[config.mk]
export PLATFORM = sky130hd
export DESIGN_NAME = set_mode_controller
export DESIGN_NICKNAME = d
export VERILOG_FILES = /design/src/rtl/set_mode_controller.sv
export SDC_FILE = /design/constraint.sdc
export NUM_CORES = 1
export LEC_CHECK = 0
export ABC_CLOCK_PERIOD_IN_PS = 3810
export CAP_MARGIN = 5
export CORE_UTILIZATION = 50
export CTS_BUF_LIST = sky130_fd_sc_hd__clkbuf_4
export DETAILED_ROUTE_END_ITERATION = 10
export GPL_TIMING_DRIVEN = 0
export PLACE_DENSITY = 0.73
export SLEW_MARGIN = 20
export SYNTH_ARGS = -nofsm -noshare
export SYNTH_HDL_FRONTEND = slang
export SYNTH_SLANG_ARGS = --single-unit
[constraint.sdc]
create_clock -name clk -period 3.81 [get_ports clk]
set_input_delay 0.762 -clock clk [delete_from_list [all_inputs] [get_ports clk]]
set_output_delay 0.762 -clock clk [all_outputs]
set_load 0.02 [all_outputs]
[src/rtl/set_mode_controller.sv]
// Front-panel sequencer for the clock/calendar datapath: turns mode/set/up/down buttons into
// edit-state selection, single-cycle up/down pulses with hold-to-repeat, timeout and blink.
module set_mode_controller #(
  parameter int unsigned HOLD_CYCLES    = 50_000_000,
  parameter int unsigned REPEAT_CYCLES  = 10_000_000,
  parameter int unsigned TIMEOUT_CYCLES = 500_000_000,
  parameter int unsigned BLINK_CYCLES   = 12_500_000
) (
  input  logic       clk,
  input  logic       rst_n,
  input  logic       btn_mode,
  input  logic       btn_set,
  input  logic       btn_up,
  input  logic       btn_down,
  output logic       mode_time,
  output logic       manual_set,
  output logic [2:0] select_item,
  output logic       up,
  output logic       down,
  output logic       blink
);

  localparam int unsigned RptMax = (HOLD_CYCLES > REPEAT_CYCLES) ? HOLD_CYCLES : REPEAT_CYCLES;
  localparam int unsigned RptW   = $clog2(RptMax + 1);
  localparam int unsigned IdleW  = $clog2(TIMEOUT_CYCLES + 1);
  localparam int unsigned BlinkW = $clog2(BLINK_CYCLES + 1);

  // Encoding equals the select_item code so the state register drives the output directly.
  typedef enum logic [2:0] {
    StRun  = 3'b000,
    StSec  = 3'b001,
    StMin  = 3'b010,
    StHour = 3'b011,
    StDay  = 3'b100,
    StMon  = 3'b101,
    StYear = 3'b110
  } state_e;

  state_e             state_q, state_d;
  logic               mode_q, mode_d;
  logic               manual_q, manual_d;
  logic               up_q, up_d;
  logic               down_q, down_d;
  logic               blink_q, blink_d;
  logic               prev_mode_q, prev_set_q, prev_up_q, prev_down_q, both_q;
  logic               rpt_active_q, rpt_active_d;
  logic               rpt_phase_q, rpt_phase_d;
  logic [RptW-1:0]    rpt_cnt_q, rpt_cnt_d, rpt_target;
  logic [IdleW-1:0]   idle_cnt_q, idle_cnt_d;
  logic [BlinkW-1:0]  blink_cnt_q, blink_cnt_d;

  logic mode_press, set_press, up_press, down_press, both, any_btn, in_set, pulse;

  assign mode_press = btn_mode & ~prev_mode_q;
  assign set_press  = btn_set & ~prev_set_q;
  assign both       = btn_up & btn_down;
  // A button left alone after a two-button overlap counts as a fresh press.
  assign up_press   = btn_up & ~btn_down & (~prev_up_q | both_q);
  assign down_press = btn_down & ~btn_up & (~prev_down_q | both_q);
  assign any_btn    = btn_mode | btn_set | btn_up | btn_down;
  assign in_set     = (state_q != StRun);
  assign rpt_target = rpt_phase_q ? RptW'(REPEAT_CYCLES) : RptW'(HOLD_CYCLES);

  always_comb begin
    state_d      = state_q;
    mode_d       = mode_q;
    up_d         = 1'b0;
    down_d       = 1'b0;
    pulse        = 1'b0;
    rpt_active_d = rpt_active_q;
    rpt_phase_d  = rpt_phase_q;
    rpt_cnt_d    = rpt_cnt_q;
    idle_cnt_d   = idle_cnt_q;
    blink_d      = blink_q;
    blink_cnt_d  = blink_cnt_q;

    if (mode_press || set_press || !in_set || both || !(btn_up || btn_down)) begin
      rpt_active_d = 1'b0;
      rpt_phase_d  = 1'b0;
      rpt_cnt_d    = '0;
    end

    if (mode_press) begin
      if (in_set) state_d = StRun;
      else        mode_d  = ~mode_q;
    end else if (set_press) begin
      case (state_q)
        StRun:   state_d = mode_q ? StDay : StHour;
        StHour:  state_d = StMin;
        StMin:   state_d = StSec;
        StDay:   state_d = StMon;
        StMon:   state_d = StYear;
        default: state_d = StRun;
      endcase
    end else if (in_set && !both && (btn_up || btn_down)) begin
      if (up_press || down_press) begin
        pulse        = 1'b1;
        up_d         = up_press;
        down_d       = down_press;
        rpt_active_d = 1'b1;
        rpt_phase_d  = 1'b0;
        rpt_cnt_d    = '0;
      end else if (rpt_active_q) begin
        if (rpt_cnt_q < rpt_target) rpt_cnt_d = rpt_cnt_q + 1'b1;
        if (rpt_cnt_d == rpt_target) begin
          pulse       = 1'b1;
          up_d        = btn_up;
          down_d      = btn_down;
          rpt_phase_d = 1'b1;
          rpt_cnt_d   = '0;
        end
      end
    end

    if (!in_set || any_btn) begin
      idle_cnt_d = '0;
    end else begin
      if (idle_cnt_q < IdleW'(TIMEOUT_CYCLES)) idle_cnt_d = idle_cnt_q + 1'b1;
      if (idle_cnt_d == IdleW'(TIMEOUT_CYCLES)) begin
        state_d    = StRun;
        idle_cnt_d = '0;
      end
    end

    manual_d = (state_d != StRun);

    if (state_d == StRun) begin
      blink_d     = 1'b0;
      blink_cnt_d = '0;
    end else if ((state_d != state_q) || pulse) begin
      blink_d     = 1'b1;
      blink_cnt_d = '0;
    end else begin
      blink_cnt_d = blink_cnt_q + 1'b1;
      if (blink_cnt_d == BlinkW'(BLINK_CYCLES)) begin
        blink_d     = ~blink_q;
        blink_cnt_d = '0;
      end
    end
  end

  always_ff @(posedge clk or negedge rst_n) begin
    if (!rst_n) begin
      state_q      <= StRun;
      mode_q       <= 1'b0;
      manual_q     <= 1'b0;
      up_q         <= 1'b0;
      down_q       <= 1'b0;
      blink_q      <= 1'b0;
      prev_mode_q  <= 1'b1;
      prev_set_q   <= 1'b1;
      prev_up_q    <= 1'b1;
      prev_down_q  <= 1'b1;
      both_q       <= 1'b0;
      rpt_active_q <= 1'b0;
      rpt_phase_q  <= 1'b0;
      rpt_cnt_q    <= '0;
      idle_cnt_q   <= '0;
      blink_cnt_q  <= '0;
    end else begin
      state_q      <= state_d;
      mode_q       <= mode_d;
      manual_q     <= manual_d;
      up_q         <= up_d;
      down_q       <= down_d;
      blink_q      <= blink_d;
      prev_mode_q  <= btn_mode;
      prev_set_q   <= btn_set;
      prev_up_q    <= btn_up;
      prev_down_q  <= btn_down;
      both_q       <= both;
      rpt_active_q <= rpt_active_d;
      rpt_phase_q  <= rpt_phase_d;
      rpt_cnt_q    <= rpt_cnt_d;
      idle_cnt_q   <= idle_cnt_d;
      blink_cnt_q  <= blink_cnt_d;
    end
  end

  assign mode_time   = mode_q;
  assign manual_set  = manual_q;
  assign select_item = state_q;
  assign up          = up_q;
  assign down        = down_q;
  assign blink       = blink_q;

endmodule
Yosys cells after proc, flatten, opt, wreduce, memory -nomap -nowiden
Cells that the tools add are included.

Output and inout bits: 8. Bits in registers: 94.

Equality and inequality tests: 8. Add/subtract/negate cells: 3. Bitwise gates (word level): 21. Magnitude comparators: 2. Mux-type cells: 61. Reduce and logical (&&, ||, !) cells: 19.

Operators by type and width (count): 26-bit 2-to-1 mux (14); 29-bit 2-to-1 mux (4); 24-bit 2-to-1 mux (3); 1-bit 2-to-1 mux (33); 29-bit by 1-bit adder with 29-bit output, second input constant (1); 29-bit equality test, second input constant (1); 29-bit < comparator, second input constant (1); 26-bit by 1-bit adder with 26-bit output, second input constant (1); 26-bit equality test (1); 26-bit < comparator (1); 24-bit by 1-bit adder with 24-bit output, second input constant (1); 24-bit equality test, second input constant (1); 3-bit 2-to-1 mux (6); 3-bit case mux with 5 select lines (1); 1-bit NOT (9); 3-bit nonzero test (3); 1-bit logical OR (8); 1-bit bitwise AND (7); 3-bit by 2-bit equality test with 1-bit output, second input constant (2); 3-bit equality test, second input constant (2); 3-bit zero test (2); 1-bit bitwise OR (5); 1-bit zero test (3); 3-bit != test (1); other kinds (2) (3).

Logic depth before layout (Yosys ltp)
Depth in word-level cells: 23. Mapped depth: 14. Mapped depth without buffers: 12.

Worst setup path before layout
OpenSTA, ideal clock, no wires.

Kind: reg2reg. Start: reg idle_cnt_q[20]. End: reg blink_cnt_q[21]. Slack: 163 ps. Setup time: 121 ps. Clock period less this slack: 3647 ps. Cell stages (with the launch flop): 13. Arrival time: 3526 ps. Path buffers: 2. Required time: 3689 ps. Cell sequence: dfrtp_1 buf_6 or4b_4 a2111oi_4 o21ai_2 a311o_1 and3_1 or4_1 or4_4 and2_4 o21ai_4 buf_4 nor3_1.

Word-level cells in the longest chain between the ends: 10. Elaborated cells on any way between the ends: 12. Those cells by class: add/sub: 1; order compare: 1; eq/ne: 2; mux: 6; reduce/logical: 2.

RTL lines: start: declaration (RTL line 49) `logic [IdleW-1:0] idle_cnt_q, idle_cnt_d;`; start signal: assignment (RTL line 175) `idle_cnt_q <= idle_cnt_d;`; 29-bit by 1-bit adder with 29-bit output / 29-bit < comparator (equally long branches) (RTL line 118) `if (idle_cnt_q < IdleW'(TIMEOUT_CYCLES)) idle_cnt_d = idle_cnt_q + 1'b1;`; 29-bit 2-to-1 mux (*) (RTL line 118); 29-bit 2-to-1 mux (*) (RTL line 115) `if (!in_set || any_btn) begin`; 29-bit equality test (*) (RTL line 119) `if (idle_cnt_d == IdleW'(TIMEOUT_CYCLES)) begin`; 3-bit 2-to-1 mux (*) (RTL line 119); 3-bit 2-to-1 mux (*) (RTL line 115); 3-bit != test (RTL line 130) `end else if ((state_d != state_q) || pulse) begin`; 1-bit logical OR (RTL line 130); 24-bit 2-to-1 mux (RTL line 130); 24-bit 2-to-1 mux (*) (RTL line 127) `if (state_d == StRun) begin`; net blink_cnt_d[21] (RTL line 50) `logic [BlinkW-1:0] blink_cnt_q, blink_cnt_d;`; end signal: assignment (RTL line 176) `blink_cnt_q <= blink_cnt_d;`; end: declaration (RTL line 50).

Mark *: on every way through the listed nets, which the timed path passes. The rest lies on a longest branch. The select of a mux whose other input is x is not followed. A chain may end at the register's enable or synchronous reset.

Worst setup path after layout
Start: reg idle_cnt_q[20]. End: reg blink_q (netlist: blink).

Word-level cells in the longest chain between the ends: 10. Elaborated cells on any way between the ends: 13. Those cells by class: add/sub: 1; order compare: 1; eq/ne: 2; mux: 6; reduce/logical: 3.

RTL lines: 29-bit by 1-bit adder with 29-bit output / 29-bit < comparator (equally long branches) (RTL line 118); 29-bit 2-to-1 mux (*) (RTL line 118); 29-bit 2-to-1 mux (*) (RTL line 115); 29-bit equality test (*) (RTL line 119); 3-bit 2-to-1 mux (*) (RTL line 119); 3-bit 2-to-1 mux (*) (RTL line 115); 3-bit != test (RTL line 130); 1-bit logical OR (RTL line 130); 1-bit 2-to-1 mux (RTL line 130); 1-bit 2-to-1 mux (RTL line 127); end signal: assignment (RTL line 166) `blink_q <= blink_d;`; end: declaration (RTL line 44) `logic blink_q, blink_d;`.

Mark *: on every way between the ends. The rest lies on a longest branch, timed or not. The select of a mux whose other input is x is not followed.

==> run_results.csv <==
group,metric,value,unit
grt,antenna_found_initial,0,
yosys,synth.area.top_cells,"dfrtp_1, nor2_1, xnor2_1",
floorplanning,coreArea,12800,µm²
yosys,synth_edf_count,0,
grt,grt_pass1_vias,5762,
detailed_routing,drt-total-wl,18400,µm
worst_setup_path,arrival,4.30,ns
yosys,synth_cell_types,75,
pwr,seq_power_share,0.501,
timing,worst_pin_slew,0.928,ns
worst_setup_path,worst-path-buf-inv,4,
worst_setup_path,crit_family,"simple AND/OR/NAND/NOR gates",
placement,hpwl,13000,µm
timing,grt_setup_unrepaired,"true",
clock_tree,cts_tree,"yes",
yosys,synth_top_area_share,0.340,
clock_tree,clkTransAtPathRegs,0.18,ns
pwr,swShare,0.351,
yosys,synth_top_family_by_area,"simple AND/OR/NAND/NOR gates",
grt,grt_use_total,0.273,
worst_setup_path,max_stage_delay,0.59,ns
pwr,p_sw,762,µW
detailed_routing,post_drt_wl_per_cell,17.7,µm
yosys,yosysMostFrequentCell,"nor2_1",
floorplanning,start_util,0.519,
hold_path,hold_class,"input pin to asynchronous set/reset pin",
run,max-cap-violations,0,
yosys,ys_ff_latch,94,
yosys,syn_avg_cell_area,8.12,µm²
yosys,ys_warn_count,0,
yosys,synth.net_count,833,
placement,gp_congestion,0.947,
yosys,yosys-top-cells-count,"nor2_1, dfrtp_1, nand2_1",
placement,dp_slack,-1.34,ns
worst_setup_path,cp.required,4.28,ns
cells_and_area,final_cells,1043,
grt,grt_pass1_wl,28800,µm
pwr,total_power,2170,µW
floorplanning,die_x,117,µm
yosys,synth_ff_type,"dfrtp_1",
pwr,pwr-share-clk,0.253,
cells_and_area,diodes,0,
clock_tree,clock_latency,0.50,ns
detailed_routing,ant_nets,0,
timing,finClkSkew,0.0354,ns
worst_setup_path,endpoint_kind,"register",
clock_tree,clock-sinks,94,
clock_tree,holdBufCountCts,0,
floorplanning,rows,41,
cells_and_area,nNetsFinal,883,
timing,hold_viol_final,0,
placement,placedCellCount,1002,
grt,overflow,0,
detailed_routing,first_pass_iters,8,
floorplanning,ios,14,
yosys,muxShareOfSynthArea,0.0138,
detailed_routing,drc,0,
yosys,synth_cells,816,
worst_setup_path,cp-start-kind,"register",
outcome,failed_checks,"negative setup slack",
grt,grt_max_degree,72,
timing,fin_ws,-0.0253,ns
floorplanning,die_y,117,µm
outcome,outcome,"finished, violations left",
yosys,ys_async_sr_fraction,1.00,
detailed_routing,vias,6495,
yosys,syn_area,6630,µm²
yosys,synth-xor-area-share,0.0833,
floorplanning,dieArea,13700,µm²
yosys,synth_area_leader_cell,"dfrtp_1",
timing,min_period_over_period,1.01,
clock_tree,root_buffer,"clkbuf_4",
timing,slew_headroom,0.377,
pwr,leakage,0.00281,µW
worst_setup_path,cpMostUsedCell,"buf_6",
yosys,synth_compound_area_frac,0.163,
cells_and_area,layout-drive-gt1-share,0.137,
cells_and_area,syn_to_final_growth,15.2,%
yosys,synthSimpleGateAreaFrac,0.320,
timing,min_period,3.84,ns
clock_tree,cts_max_path_buffers,2,
pwr,p_comb_frac,0.246,
worst_setup_path,cp_max_fo,6,
pwr,p_int,1410,µW
timing,setup_violations,17,
timing,drv_slew,0,
timing,max_freq,261,MHz
yosys,synthAdderAreaFrac,0.0208,
clock_tree,htreeDepth,3,
yosys,seq_area_frac_synth,0.356,
worst_setup_path,critPathKind,"register to register",
detailed_routing,viasPerCell,6.23,
clock_tree,cts_made_buffers,9,
worst_setup_path,worstPathCellList,"buf_6, or4b_4, a2111oi_4, o21ai_4, buf_6, buf_6, nand4_1, xnor2_2, or4_4, or4_4, and2_4, o21ai_4, buf_4, o21a_4",
worst_setup_path,critPathSlowestCell,"or4_4",
timing,hold_slack,0.106,ns
placement,placement.io_buffers,13,
pwr,power_density,285,nW/µm²
detailed_routing,drt-initial-drc-count,596,
pwr,vdd_drop_max,0.241,mV
## routing by layer
layer	up-vias	share of wire	track usage
met5	-	0	0
met4	0	0.027	0.100
met3	41	0.064	0.0479
met2	238	0.46	0.439
met1	3148	0.45	0.368
li1	3068	-	-
## stage by stage
| stage | cell area [µm²] | TNS (ns) | util |
|---|---|---|---|
| final | 7630 | -0.154 | 0.598 |
| after global routing | 7630 | -2.66 | 0.598 |
| after CTS | 7320 | 0 | 0.573 |
| after detailed placement | 7010 | -51.52 | 0.549 |
| after global placement | 6970 | -197.70 | 0.546 |
| after floorplan | 6630 | 0 | - |
## cell families after synthesis
logic type      after synthesis
compound gates              156
flops                        94
xor+xnor                     63
simple gates                414
buf+inv                      69
fa+ha+maj                    11
mux                           9
## area by class of cell
cell class                 count  area [µm²]
inverter                      17        67.6
fill                        1134        5140
buffer                        48         234
clock buffer                   9        67.6
clock inverter                 7        72.6
timing repair buffer          43         395
tap                          172         215
multi-input combinational    653        4220
sequential                    94        2360
## worst reg2reg max path: stages (launching register included)
cell and delay (ns):
dfrtp_1 0.40, buf_6 0.13, or4b_4 0.54, a2111oi_4 0.43, o21ai_4 0.13, buf_6 0.14, buf_6 0.10, nand4_1 0.14
xnor2_2 0.11, or4_4 0.49, or4_4 0.59, and2_4 0.17, o21ai_4 0.11, buf_4 0.22, o21a_4 0.12
## power groups by stage
stage / Combinational (µW) / Sequential (µW) / Clock, µW
after floorplan: 233 / 1130 / 0
after global placement: 423 / 1100 / 0
after detailed placement: 439 / 1110 / 0
after CTS: 466 / 1090 / 573
after global routing: 580 / 1100 / 607
final: 534 / 1090 / 548
## placed cells by master, fill, tap and decap left out, types with 25 or more instances in the layout
master and n:
a21oi_1 53, buf_4 25, clkbuf_1 32, dfrtp_1 86, nand2_1 79, nand3_1 34
nand4_1 25, nor2_1 107, nor3_1 31, xnor2_1 34, xor2_1 28
## flip-flops by register name, summed over array words and instances, names as in the netlist, 3 cells and up
name,count
blink_cnt_q,24
rpt_cnt_q,26
idle_cnt_q,29
select_item,3
## path summary, 6_finish.rpt
| check | startpoint | to | slack, ns | cells after the start |
|---|---|---|---|---|
| max | idle_cnt_q[20] | blink | -0.03 | 14 |
| min | rst_n | rpt_cnt_q[21] | 0.11 | 1 |
| max reg2reg | idle_cnt_q[20] | blink | -0.03 | 14 |
| min reg2reg | blink_cnt_q[0] | blink_cnt_q[0] | 0.49 | 1 |
| max in group asynchronous | rst_n | prev_mode_q | 3.08 | 2 |
| min in group clk | blink_cnt_q[0] | blink_cnt_q[0] | 0.49 | 1 |
## what timing repair did
| item | CTS | global route |
|---|---|---|
| cloned | 0 | 2 |
| gates resized for setup | 29 | 53 |
| pin swaps | 7 | 20 |
| setup buffers | 9 | 18 |
| endpoints found under the setup margin | 67 | 64 |
(Power assumes the default switching activity.)
